**src/rtl/multicycle_controller_if.sv**
```systemverilog
// Control bus between the multicycle RV32I main controller and the datapath.
//
// Instruction fields and the ALU zero flag flow from the datapath into the
// controller. Register/mux enables, ALU and immediate selects and the debug
// state encoding flow back.
//   master : controller view (drives the control outputs)
//   slave  : datapath view   (drives instruction fields and Zero)
interface multicycle_controller_if;
  logic [6:0] op;
  logic [2:0] funct3;
  logic       funct7b5;
  logic       Zero;
  logic       PCWrite;
  logic       AdrSrc;
  logic       MemWrite;
  logic       IRWrite;
  logic [1:0] ResultSrc;
  logic [1:0] ALUSrcA;
  logic [1:0] ALUSrcB;
  logic [2:0] ALUControl;
  logic [1:0] ImmSrc;
  logic       RegWrite;
  logic [3:0] state;

  modport master (
    input  op, funct3, funct7b5, Zero,
    output PCWrite, AdrSrc, MemWrite, IRWrite, ResultSrc, ALUSrcA, ALUSrcB,
           ALUControl, ImmSrc, RegWrite, state
  );

  modport slave (
    output op, funct3, funct7b5, Zero,
    input  PCWrite, AdrSrc, MemWrite, IRWrite, ResultSrc, ALUSrcA, ALUSrcB,
           ALUControl, ImmSrc, RegWrite, state
  );
endinterface

```
**src/rtl/multicycle_controller.sv**
```systemverilog
// Main control unit of the multicycle RV32I core.
//
// A Moore FSM sequences the shared PC/IR/ALU/memory datapath one micro-step
// per clock; the ALU decoder and the immediate decoder are combinational.
// The state register is the only storage.
//
// Ports:
//   clk   : core clock, rising edge
//   reset : synchronous, active-high; forces FETCH and holds all write
//           enables (PCWrite, IRWrite, MemWrite, RegWrite) low
//   ctrl  : multicycle_controller_if.master -- op/funct3/funct7b5/Zero in,
//           datapath controls and debug state out
//
// Parameter:
//   BRANCH_EXT : 1 = bne (funct3 001) inverts the branch condition,
//                0 = every branch behaves as beq
module multicycle_controller #(
  parameter bit BRANCH_EXT = 1'b1
) (
  input logic                    clk,
  input logic                    reset,
  multicycle_controller_if.master ctrl
);

  typedef enum logic [3:0] {
    FETCH    = 4'd0,
    DECODE   = 4'd1,
    MEMADR   = 4'd2,
    MEMREAD  = 4'd3,
    MEMWB    = 4'd4,
    MEMWRITE = 4'd5,
    EXECUTER = 4'd6,
    EXECUTEI = 4'd7,
    ALUWB    = 4'd8,
    BRANCH   = 4'd9,
    JAL      = 4'd10
  } state_t;

  localparam logic [6:0] OP_LW  = 7'b0000011;
  localparam logic [6:0] OP_SW  = 7'b0100011;
  localparam logic [6:0] OP_R   = 7'b0110011;
  localparam logic [6:0] OP_I   = 7'b0010011;
  localparam logic [6:0] OP_BR  = 7'b1100011;
  localparam logic [6:0] OP_JAL = 7'b1101111;

  state_t     state_r;
  state_t     next_state_s;
  state_t     dec_state_s;
  logic       pc_update_s;
  logic       branch_s;
  logic       taken_s;
  logic       ir_write_s;
  logic       mem_write_s;
  logic       reg_write_s;
  logic       adr_src_s;
  logic [1:0] result_src_s;
  logic [1:0] alu_src_a_s;
  logic [1:0] alu_src_b_s;
  logic [1:0] alu_op_s;
  logic [2:0] alu_control_s;
  logic [1:0] imm_src_s;

  // State register with synchronous reset into FETCH.
  always_ff @(posedge clk) begin
    if (reset) begin
      state_r <= FETCH;
    end else begin
      state_r <= next_state_s;
    end
  end

  // Next-state logic; the encodings 11..15 fall back to FETCH.
  always_comb begin
    next_state_s = FETCH;
    case (state_r)
      FETCH:    next_state_s = DECODE;
      DECODE: begin
        case (ctrl.op)
          OP_LW, OP_SW: next_state_s = MEMADR;
          OP_R:         next_state_s = EXECUTER;
          OP_I:         next_state_s = EXECUTEI;
          OP_BR:        next_state_s = BRANCH;
          OP_JAL:       next_state_s = JAL;
          default:      next_state_s = FETCH;  // illegal op retires as a NOP
        endcase
      end
      MEMADR: begin
        if (ctrl.op == OP_LW) begin
          next_state_s = MEMREAD;
        end else begin
          next_state_s = MEMWRITE;
        end
      end
      MEMREAD:  next_state_s = MEMWB;
      EXECUTER: next_state_s = ALUWB;
      EXECUTEI: next_state_s = ALUWB;
      JAL:      next_state_s = ALUWB;
      MEMWB:    next_state_s = FETCH;
      MEMWRITE: next_state_s = FETCH;
      ALUWB:    next_state_s = FETCH;
      BRANCH:   next_state_s = FETCH;
      default:  next_state_s = FETCH;
    endcase
  end

  // While reset is held, the datapath sees the FETCH decode so the mux
  // selects are already settled for the first real fetch.
  always_comb begin
    if (reset) begin
      dec_state_s = FETCH;
    end else begin
      dec_state_s = state_r;
    end
  end

  // Moore output decode; anything not named in a state stays 0.
  always_comb begin
    pc_update_s  = 1'b0;
    branch_s     = 1'b0;
    ir_write_s   = 1'b0;
    mem_write_s  = 1'b0;
    reg_write_s  = 1'b0;
    adr_src_s    = 1'b0;
    result_src_s = 2'b00;
    alu_src_a_s  = 2'b00;
    alu_src_b_s  = 2'b00;
    alu_op_s     = 2'b00;
    case (dec_state_s)
      FETCH: begin
        ir_write_s   = 1'b1;
        alu_src_b_s  = 2'b10;
        result_src_s = 2'b10;
        pc_update_s  = 1'b1;
      end
      DECODE: begin
        alu_src_a_s = 2'b01;  // OldPC + imm: branch/jal target
        alu_src_b_s = 2'b01;
      end
      MEMADR: begin
        alu_src_a_s = 2'b10;
        alu_src_b_s = 2'b01;
      end
      MEMREAD: begin
        adr_src_s = 1'b1;
      end
      MEMWB: begin
        result_src_s = 2'b01;
        reg_write_s  = 1'b1;
      end
      MEMWRITE: begin
        adr_src_s   = 1'b1;
        mem_write_s = 1'b1;
      end
      EXECUTER: begin
        alu_src_a_s = 2'b10;
        alu_op_s    = 2'b10;
      end
      EXECUTEI: begin
        alu_src_a_s = 2'b10;
        alu_src_b_s = 2'b01;
        alu_op_s    = 2'b10;
      end
      ALUWB: begin
        reg_write_s = 1'b1;
      end
      BRANCH: begin
        alu_src_a_s = 2'b10;
        alu_op_s    = 2'b01;
        branch_s    = 1'b1;
      end
      JAL: begin
        alu_src_a_s = 2'b01;  // OldPC + 4 becomes the link value
        alu_src_b_s = 2'b10;
        pc_update_s = 1'b1;
      end
      default: begin
        pc_update_s = 1'b0;
      end
    endcase
  end

  // ALU decoder: funct7b5 selects sub only for register-register ops,
  // so addi with imm[10]=1 still adds.
  always_comb begin
    alu_control_s = 3'b000;
    case (alu_op_s)
      2'b00: alu_control_s = 3'b000;
      2'b01: alu_control_s = 3'b001;
      2'b10: begin
        case (ctrl.funct3)
          3'b000: begin
            if (ctrl.op[5] & ctrl.funct7b5) begin
              alu_control_s = 3'b001;
            end else begin
              alu_control_s = 3'b000;
            end
          end
          3'b010:  alu_control_s = 3'b101;
          3'b110:  alu_control_s = 3'b011;
          3'b111:  alu_control_s = 3'b010;
          default: alu_control_s = 3'b000;
        endcase
      end
      default: alu_control_s = 3'b000;
    endcase
  end

  // Immediate format select, decoded from op in every state.
  always_comb begin
    imm_src_s = 2'b00;
    case (ctrl.op)
      OP_LW, OP_I: imm_src_s = 2'b00;
      OP_SW:       imm_src_s = 2'b01;
      OP_BR:       imm_src_s = 2'b10;
      OP_JAL:      imm_src_s = 2'b11;
      default:     imm_src_s = 2'b00;
    endcase
  end

  // bne inverts the zero test when the extension is enabled.
  assign taken_s = ctrl.Zero ^ (BRANCH_EXT & ctrl.funct3[0]);

  assign ctrl.PCWrite    = ~reset & (pc_update_s | (branch_s & taken_s));
  assign ctrl.IRWrite    = ~reset & ir_write_s;
  assign ctrl.MemWrite   = ~reset & mem_write_s;
  assign ctrl.RegWrite   = ~reset & reg_write_s;
  assign ctrl.AdrSrc     = adr_src_s;
  assign ctrl.ResultSrc  = result_src_s;
  assign ctrl.ALUSrcA    = alu_src_a_s;
  assign ctrl.ALUSrcB    = alu_src_b_s;
  assign ctrl.ALUControl = alu_control_s;
  assign ctrl.ImmSrc     = imm_src_s;
  assign ctrl.state      = state_r;

endmodule
```
**src/flat_wrapper.sv**
```systemverilog
// flat-port wrapper written by rule: the top's interface ports become plain ports
module multicycle_controller_flat 
#(
  parameter bit BRANCH_EXT = 1'b1
)
  (clk, reset, ctrl_op, ctrl_funct3, ctrl_funct7b5, ctrl_Zero, ctrl_PCWrite, ctrl_AdrSrc, ctrl_MemWrite, ctrl_IRWrite, ctrl_ResultSrc, ctrl_ALUSrcA, ctrl_ALUSrcB, ctrl_ALUControl, ctrl_ImmSrc, ctrl_RegWrite, ctrl_state);
  multicycle_controller_if ctrl_i ();
  input logic clk;
  input logic reset;
  input wire logic [$bits(ctrl_i.op)-1:0] ctrl_op;
  input wire logic [$bits(ctrl_i.funct3)-1:0] ctrl_funct3;
  input wire logic [$bits(ctrl_i.funct7b5)-1:0] ctrl_funct7b5;
  input wire logic [$bits(ctrl_i.Zero)-1:0] ctrl_Zero;
  output wire logic [$bits(ctrl_i.PCWrite)-1:0] ctrl_PCWrite;
  output wire logic [$bits(ctrl_i.AdrSrc)-1:0] ctrl_AdrSrc;
  output wire logic [$bits(ctrl_i.MemWrite)-1:0] ctrl_MemWrite;
  output wire logic [$bits(ctrl_i.IRWrite)-1:0] ctrl_IRWrite;
  output wire logic [$bits(ctrl_i.ResultSrc)-1:0] ctrl_ResultSrc;
  output wire logic [$bits(ctrl_i.ALUSrcA)-1:0] ctrl_ALUSrcA;
  output wire logic [$bits(ctrl_i.ALUSrcB)-1:0] ctrl_ALUSrcB;
  output wire logic [$bits(ctrl_i.ALUControl)-1:0] ctrl_ALUControl;
  output wire logic [$bits(ctrl_i.ImmSrc)-1:0] ctrl_ImmSrc;
  output wire logic [$bits(ctrl_i.RegWrite)-1:0] ctrl_RegWrite;
  output wire logic [$bits(ctrl_i.state)-1:0] ctrl_state;
  assign ctrl_i.op = ctrl_op;
  assign ctrl_i.funct3 = ctrl_funct3;
  assign ctrl_i.funct7b5 = ctrl_funct7b5;
  assign ctrl_i.Zero = ctrl_Zero;
  assign ctrl_PCWrite = ctrl_i.PCWrite;
  assign ctrl_AdrSrc = ctrl_i.AdrSrc;
  assign ctrl_MemWrite = ctrl_i.MemWrite;
  assign ctrl_IRWrite = ctrl_i.IRWrite;
  assign ctrl_ResultSrc = ctrl_i.ResultSrc;
  assign ctrl_ALUSrcA = ctrl_i.ALUSrcA;
  assign ctrl_ALUSrcB = ctrl_i.ALUSrcB;
  assign ctrl_ALUControl = ctrl_i.ALUControl;
  assign ctrl_ImmSrc = ctrl_i.ImmSrc;
  assign ctrl_RegWrite = ctrl_i.RegWrite;
  assign ctrl_state = ctrl_i.state;
  multicycle_controller #(.BRANCH_EXT(BRANCH_EXT)) u_core (.clk(clk), .reset(reset), .ctrl(ctrl_i));
endmodule
```
**config.mk**
```make
export PLATFORM = sky130hd
export DESIGN_NAME = multicycle_controller_flat
export DESIGN_NICKNAME = d
export VERILOG_FILES = /design/src/rtl/multicycle_controller_if.sv /design/src/rtl/multicycle_controller.sv /design/src/flat_wrapper.sv
export SDC_FILE = /design/constraint.sdc
export NUM_CORES = 1
export LEC_CHECK = 0
export ABC_AREA = 1
export BUFFER_PORTS_ARGS = -buffer_cell sky130_fd_sc_hd__buf_2
export CORE_AREA = 2 2 39 41
export DETAILED_ROUTE_END_ITERATION = 6
export DIE_AREA = 0 0 41 43
export MAX_ROUTING_LAYER = met4
export PLACE_DENSITY = 0.89
export SYNTH_ARGS = -nofsm -noshare
export SYNTH_HDL_FRONTEND = slang
export SYNTH_SLANG_ARGS = --single-unit
```
**constraint.sdc**
```tcl
create_clock -name clk -period 3.51 [get_ports clk]
set_input_delay 0.351 -clock clk [delete_from_list [all_inputs] [get_ports clk]]
set_output_delay 0.351 -clock clk [all_outputs]
set_load 0.01 [all_outputs]
```
==> impl_metrics.ini, run 1 <==
[status]
outcome = finished, final reports clean

[synthesis]
avgSynthCellArea_um2 = 5.92
syn_inst = 97
synth_top_family_by_area = simple AND/OR/NAND/NOR gates
synthXorXnorAreaFrac_pct = 1.53
syn_area_um2 = 574
synth_cell_types = 23
ys_ff_latch = 4
ys_seq_area_share_pct = 13.9
ys.warnings.count = 0
synthAdderAreaFrac_pct = 4.36
synthMuxAreaShare_pct = 0
synth_simple_gate_area_share_pct = 57.3
synth_compound_area_share_pct = 11.1
synth_fp_nets = 113

[global_routing]
grt_pass1_vias = 646
antenna_found_initial = 0
grt_pass1_wl_um = 2330
grtUsageTotal_pct = 18.7
grt-ovfl-total = 0
grt_max_degree = 8

[layout]
drive_gt1_share_pct = 39.1
multi_input_area_um2 = 427
syn_to_final_growth_pct = 36.2
antenna_cells = 0
nNetsFinal = 151
stdcell_count = 149
fin_area_um2 = 782
largest_reg_flops = 4
regArea_um2 = 80.1
postLayoutCoreUtil_pct = 56.5
fill_cells = 146

[die]
num_rows = 14
die_area_um2 = 1760
ios = 34
coreArea_um2 = 1380
die_w_um = 41
die_y_um = 43
initial_core_util_pct = 41.5

[hold_path]
hold_path.class = in -> reg

[setup_path]
critPathKind = reg -> out
crit_start = u_core.ctrl.state[0]
rr_worst_depth = 4
r2r_start = u_core.ctrl.state[0]
cp_max_fo = 6
crit_path_start_kind = flop
required_ns = 3.16
rrSetupSlack_ns = 2.42
r2r-end = u_core.ctrl.state[0]
endpoint = ctrl_ALUControl[2]
worstSetupEndpointType = output pin
worstPathArrival_ns = 1.78

[power]
ir_worst_vdd_v = 0.000180
p_per_area_nw_per_um2 = 188
power.total_uw = 147
p_leak_uw = 0.000418

[cts]
htreeDepth = 1
post_cts_buffers = 0
clock_latency_ns = 0.23
numCtsBuffers = 3
cts_resized = 0
cts.sinks = 4
clkSlewWorstSetupHoldPaths_ns = 0.04
cts_tree = done
cts_root_buf = clkbuf_4
cts_hold_buf = 0
clk_path_buf_depth = 2

[sta]
worst_pin_slew_ns = 0.284
slew_headroom_pct = 81.1
min_period_ns = 2.13
slew_violations = 0
finClkSkew_ns = 0.000157
finalCritPeriodShare_pct = 60.7
finalSetupViolCount = 0
final.setup.tns_ns = 0
fmax_mhz = 470
rsz0062_at_grt = no
final_hold_viol_count = 0

[detailed_routing]
avgRoutedWirePerCell_um = 10.2
vias = 750
viasPerCell = 5.03
drt-initial-drc-count = 13
drc = 0
wirelength_um = 1510
dr.pass1.iters = 4
ant_nets = 0

[placement]
placed_area_um2 = 759
hpwlAfterDp_um = 1250
routabilityCongestion = 0.815
io_buffers = 33
place_inst = 146

[run]
maxCapViolCount = 0
## worst max-delay path, stage by stage, from the launching register on
cell and delay [ns]:
dfxtp_1 0.47, nand2_4 0.13, nor2_4 0.14, inv_1 0.07, ha_1 0.30, nor4_1 0.27
buf_2 0.18
## worst min path at each step
stage                               startpoint              endpoint  slack, ns  cells past startpoint
after floorplan                          reset  u_core.ctrl.state[0]       0.42                      1
after global placement    u_core.ctrl.state[1]  u_core.ctrl.state[3]       0.59                      2
after detailed placement  u_core.ctrl.state[1]  u_core.ctrl.state[3]       0.60                      2
after CTS                                reset  u_core.ctrl.state[3]       0.41                      2
after global routing                     reset  u_core.ctrl.state[3]       0.42                      2
final                                    reset  u_core.ctrl.state[3]       0.40                      2
## cell families (layout without fill, tap and decap cells)
group,Yosys count,in the layout
AO/OA/AOI/OAI,11,11
adder cells (fa/ha/maj),2,2
AND/OR/NAND/NOR,61,61
flip-flops,4,4
buffers and inverters,18,54
XOR/XNOR,1,1
## power by group
part	internal [uW]	leakage, uW	switching (uW)
clock	38.1	0.0000138	16.3
combinational	17.1	0.000372	26.6
sequential	46.8	0.0000326	2.32
total	102	0.000418	45.3
## synth_stat cells
cell	count	area share (%)
nand2_1	25	16
inv_1	13	8.5
nor2_1	12	7.8
nand3_1	10	8.7
a21oi_1	5	4.4
inv_2	5	3.3
dfxtp_1	4	14
nor2_4	3	5.9
ha_1	2	4.4
nand2_4	2	3.9
nand3_4	2	6.1
nor2_2	2	2.2
o21ai_0	2	1.7
a21oi_2	1	1.5
a31oi_1	1	1.1
and3_1	1	1.1
nand3_2	1	1.7
nand3b_1	1	1.3
nand4_1	1	1.1
nor4_1	1	1.1
o211ai_1	1	1.3
o22ai_1	1	1.1
xor2_1	1	1.5
## placed cells by master (no fill, tap or decap)
| cell type | instances |
|---|---|
| nand3b_1 | 1 |
| dfxtp_1 | 4 |
| inv_1 | 13 |
| nand3_1 | 10 |
| buf_2 | 33 |
| and3_1 | 1 |
| clkbuf_4 | 3 |
| ha_1 | 2 |
| nand2_1 | 25 |
| o211ai_1 | 1 |
| a21oi_2 | 1 |
| a31oi_1 | 1 |
| nand2_4 | 2 |
| nor2_4 | 3 |
| nand3_4 | 2 |
| o21ai_0 | 2 |
| nor4_1 | 1 |
| xor2_1 | 1 |
| inv_2 | 5 |
| nor2_1 | 12 |
| nor2_2 | 2 |
| nand3_2 | 1 |
| nand4_1 | 1 |
| o22ai_1 | 1 |
| a21oi_1 | 5 |
## cell type report
type | instances | share of cell area [%]
flip-flops and latches | 4 | 10.2
clock buffers | 3 | 2.88
multi-input cells | 75 | 54.6
repair buffers | 33 | 21.1
inverters | 18 | 8.64
well taps | 16 | 2.56
## metal layers
layer	vias to the layer above	global-route usage (%)	part of all wire, %
li1	388	-	-
met1	334	19.9	40
met2	28	33.8	54
met3	0	0.524	5.7
met4	0	7.33	0
met5	-	-	0
## stage by stage
stage	hold WS, ns	worst slack [ns]
after floorplan	0.420	1.64
after global placement	0.593	1.53
after detailed placement	0.600	1.48
after CTS	0.406	1.40
after global routing	0.425	1.28
final	0.401	1.38
Power figures use the tool's default switching activity.
==> run 2: changes to the inputs <==
CORE_AREA = unset   (was 2 2 39 41)
CORE_UTILIZATION = 42   (was unset)
DIE_AREA = unset   (was 0 0 41 43)
PLACE_DENSITY = 0.88   (was 0.89)
clock period = 2 ns   (was 3.51 ns; I/O delays follow)
==> run 2 against run 1 <==
  * First-iteration DRC count rose by 38%
  * Clock-buffer cell count did not move
  * Combinational power rose by 72%
  * Final area rose by 0.32%
  * Setup slack got worse by 1.3 ns
  * Utilization rose by 9.6 points
  * Cell count fell by 1.3%
  * Clock skew rose by 0.0059 ns
  * Routed wire length fell by 13%
==> impl_metrics.ini, run 2 (synthesis results as in run 1) <==
[detailed_routing]
viasPerCell = 4.91
dr.pass1.iters = 4
wirelength_um = 1320
drc = 0
ant_nets = 0
drt-initial-drc-count = 18
avgRoutedWirePerCell_um = 8.95
vias = 722

[status]
outcome = finished, final reports clean

[setup_path]
slowest_stage = dfxtp_2
path_cells = inv_2 -> nand3_4 -> nor2_4 -> inv_1 -> ha_1 -> nor4_1 -> buf_2
cpPeakStageDelay_ns = 0.34
worstSetupEndpointType = output pin
required_ns = 1.80
crit_start = u_core.ctrl.state[2]
rrSetupSlack_ns = 0.97
critPathKind = reg -> out
cp.depth = 7
r2r_start = u_core.ctrl.state[1]
cp_max_fo = 5
endpoint = ctrl_ALUControl[2]
crit_buf_inv = 3
critical-path-top-delay-family = simple AND/OR/NAND/NOR gates
crit_path_start_kind = flop
rr_worst_depth = 5
r2r-end = u_core.ctrl.state[0]
worstPathArrival_ns = 1.70

[placement]
hpwlAfterDp_um = 1100
routabilityCongestion = 0.777
place_inst = 144
io_buffers = 33

[sta]
final_hold_viol_count = 0
slew_violations = 0
fmax_mhz = 526
min_period_ns = 1.90
finalSetupViolCount = 0
slew_headroom_pct = 86.2
finalCritPeriodShare_pct = 95.1
worst_pin_slew_ns = 0.206
final.setup.tns_ns = 0
rsz0062_at_grt = no
finClkSkew_ns = 0.00609

[cts]
clkSlewWorstSetupHoldPaths_ns = 0.04
cts_root_buf = clkbuf_4
cts.sinks = 4
numCtsBuffers = 3
clock_latency_ns = 0.23
post_cts_buffers = 0
htreeDepth = 1
clk_path_buf_depth = 2
cts_tree = done

[die]
ios = 34
die_w_um = 39.0
num_rows = 12
die_area_um2 = 1520
die_y_um = 39.0
coreArea_um2 = 1190
initial_core_util_pct = 48.4

[layout]
stdcell_count = 147
most-common-layout-cells = buf_2, nand2_1, inv_1, nor2_1, nand3_1
drive_gt1_share_pct = 42.1
largest_reg_flops = 4
antenna_cells = 0
nNetsFinal = 151
syn_to_final_growth_pct = 36.6
final_common_cell = buf_2
fill_cells = 110

[power]
p_per_area_nw_per_um2 = 330
p_leak_uw = 0.000420
ir_worst_vdd_v = 0.000313

[run]
maxCapViolCount = 0

[global_routing]
grt_pass1_vias = 587
grt-ovfl-total = 0
grt_pass1_wl_um = 2060
antenna_found_initial = 0
grt_max_degree = 8
grtUsageTotal_pct = 20.8

[hold_path]
hold_path.class = in -> reg
-- run 2: layer usage --
metal  vias to the layer above  track usage (%)  share of wire, %
li1                        384                -                 -
met1                       307             20.7                45
met2                        29             37.1                49
met3                         2             3.47               5.0
met4                         0             12.9              0.84
met5                         -                -                 0
-- run 2: through the flow --
| step | setup slack [ns] | area (um2) | power (uW) | utilization [%] | hold slack [ns] |
|---|---|---|---|---|---|
| 2_1_floorplan | 0.286 | 574 | 130 | - | 0.269 |
| 6_report | 0.0976 | 785 | 259 | 66.1 | 0.225 |
| 3_5_place_dp | 0.261 | 757 | 162 | 63.8 | 0.472 |
| 3_3_place_gp | 0.328 | 757 | 161 | 63.8 | 0.471 |
| 4_1_cts | 0.0419 | 779 | 265 | 65.7 | 0.218 |
| 5_1_grt | 0.00575 | 785 | 282 | 66.1 | 0.234 |
-- run 2: how the worst min path moves through the flow --
stage | from | endpoint | slack [ns] | cells after the start
after floorplan | reset | u_core.ctrl.state[0] | 0.27 | 1
after global placement | reset | u_core.ctrl.state[3] | 0.47 | 2
after detailed placement | reset | u_core.ctrl.state[3] | 0.47 | 2
after CTS | reset | u_core.ctrl.state[3] | 0.22 | 2
after global routing | reset | u_core.ctrl.state[3] | 0.23 | 2
final | reset | u_core.ctrl.state[3] | 0.22 | 2
-- run 2: final cells by class --
class                      count  area [um2]  share of cell area (%)
clock buffer                   3        22.5                    2.87
inverter                      18        67.6                    8.61
multi-input combinational     75         427                    54.4
sequential                     4        85.1                    10.8
tap                           14        17.5                    2.23
timing repair buffer          33         165                    21.1
-- run 2: what timing repair did --
action | in CTS | in global routing
hold buffers | 0 | 0
hold endpoints to repair | 0 | 0
endpoints found under the setup margin | 0 | 2
resized for setup | 0 | 4
-- run 2: report_power, final --
part / internal, uW / switching, uW / leakage, uW
Clock: 66.9 / 31.0 / 0.0000138
Sequential: 82.5 / 3.45 / 0.0000343
Combinational: 30.2 / 45.1 / 0.000372
Total: 180 / 79.6 / 0.000420
==> run 3: changes to the inputs <==
BUFFER_PORTS_ARGS = unset   (was -buffer_cell sky130_fd_sc_hd__buf_2)
CORE_AREA = 2 2 39 41   (was unset)
CORE_UTILIZATION = unset   (was 42)
DIE_AREA = 0 0 41 43   (was unset)
DONT_BUFFER_PORTS = 1   (was unset)
GPL_TIMING_DRIVEN = 1   (was unset)
PLACE_DENSITY = 0.68   (was 0.88)
==> run 3 against run 2 <==
  * Largest cell class unchanged
  * Die area rose by 16%
  * Total power is 5.9% lower
  * Sequential share of layout area is 2.0 points higher
  * Maximum frequency fell by 0.12%
  * Utilization decreased by 18 points
  * Sequential cell count stayed put
  * Final area is 14% lower
  * Global-route usage fell by 4.0 points
  * Register-to-register slack worse by 0.11 ns
  * Via count down 12%
  * Setup slack got worse by 0.0023 ns
==> impl_metrics.ini, run 3 (synthesis results as in run 1) <==
[hold_path]
hold_path.class = in -> reg

[placement]
io_buffers = 0
hpwlAfterDp_um = 1090
placed_area_um2 = 609
routabilityCongestion = 0.749
place_inst = 115

[die]
ios = 34
die_w_um = 41
die_y_um = 43
initial_core_util_pct = 41.5
num_rows = 14
coreArea_um2 = 1380
die_area_um2 = 1760

[layout]
largest_reg_flops = 4
syn_to_final_growth_pct = 17.0
drive_gt1_share_pct = 26.7
final_common_cell = nand2_1
stdcell_count = 121
fill_cells = 149
antenna_cells = 0
most-common-layout-cells = nand2_1, inv_1, nor2_1, nand3_1
fin_area_um2 = 672
nNetsFinal = 123

[global_routing]
antenna_found_initial = 0
grt-ovfl-total = 0
grt_pass1_vias = 555
grtUsageTotal_pct = 16.8
grt_pass1_wl_um = 2080
grt_max_degree = 8

[cts]
numCtsBuffers = 3
cts_tree = done
cts.sinks = 4
clock_latency_ns = 0.24
clk_path_buf_depth = 2
cts_root_buf = clkbuf_4
cts_hold_buf = 0
htreeDepth = 1
clkSlewWorstSetupHoldPaths_ns = 0.04

[detailed_routing]
wirelength_um = 1350
vias = 633
dr.pass1.iters = 4
drt-initial-drc-count = 19
ant_nets = 0
drc = 0
viasPerCell = 5.23
avgRoutedWirePerCell_um = 11.1

[sta]
finClkSkew_ns = 0.00293
worst_hold_slack_ns = 0.0197
fmax_mhz = 525
slew_headroom_pct = 74.6
worst_pin_slew_ns = 0.378
finalCritPeriodShare_pct = 95.2
finalSetupViolCount = 0
slew_violations = 0
min_period_ns = 1.90
final_hold_viol_count = 0
final.setup.tns_ns = 0

[setup_path]
critPathKind = reg -> out
crit_buf_inv = 3
path_cells = inv_4 -> nand3_4 -> nor2_4 -> inv_1 -> ha_1 -> nor4_2 -> buf_4
worstPathArrival_ns = 1.70
critical-path-top-delay-family = simple AND/OR/NAND/NOR gates
worstSetupEndpointType = output pin
cpPeakStageDelay_ns = 0.37
cp_max_fo = 5
required_ns = 1.80
slowest_stage = dfxtp_4
crit_path_start_kind = flop

[power]
power.total_uw = 244
p_per_area_nw_per_um2 = 363
p_leak_uw = 0.000292
ir_worst_vdd_v = 0.000269

[status]
outcome = finished, final reports clean

[run]
maxCapViolCount = 0
## run 3: stage by stage
stage	util (%)	worst slack (ns)
floorplan	-	0.286
global placement	44.0	0.286
detailed placement	44.0	0.208
CTS	47.4	0.00208
global route	48.6	-0.000427
finish	48.6	0.0954
## run 3: layer usage
metal	vias to the layer above	part of all wire [%]	GRT usage, %
li1	326	-	-
met1	284	41	18.3
met2	20	51	29.1
met3	3	6.1	2.09
met4	0	1.0	6.00
met5	-	0	-
## run 3: layout make-up
cell class / count / area [um2] / area share, %
inverter: 18 / 72.6 / 10.8
multi-input combinational: 75 / 433 / 64.4
clock buffer: 3 / 22.5 / 3.35
sequential: 4 / 86.3 / 12.8
timing repair buffer: 5 / 37.5 / 5.59
tap: 16 / 20.0 / 2.98
## run 3: final timing paths
kind / from / endpoint / slack, ns / cells past startpoint
worst min-delay path: reset / u_core.ctrl.state[3] / 0.02 / 1
worst min register to register: u_core.ctrl.state[1] / u_core.ctrl.state[3] / 0.58 / 2
worst max-delay path: u_core.ctrl.state[2] / ctrl_ALUControl[2] / 0.1 / 7
worst max register to register: u_core.ctrl.state[0] / u_core.ctrl.state[1] / 0.86 / 6
## run 3: repair_timing
action / CTS / global route
setup endpoints to repair: 1 / 2
resized for setup: 3 / 4
cloned: 0 / 0
pin swaps: 0 / 1
buffers inserted: 2 / 1
## run 3: power breakdown
group	switching, uW	internal, uW
registers	2.45	80.8
logic	36.6	17.4
clock network	39.2	67.6
total	78.2	166
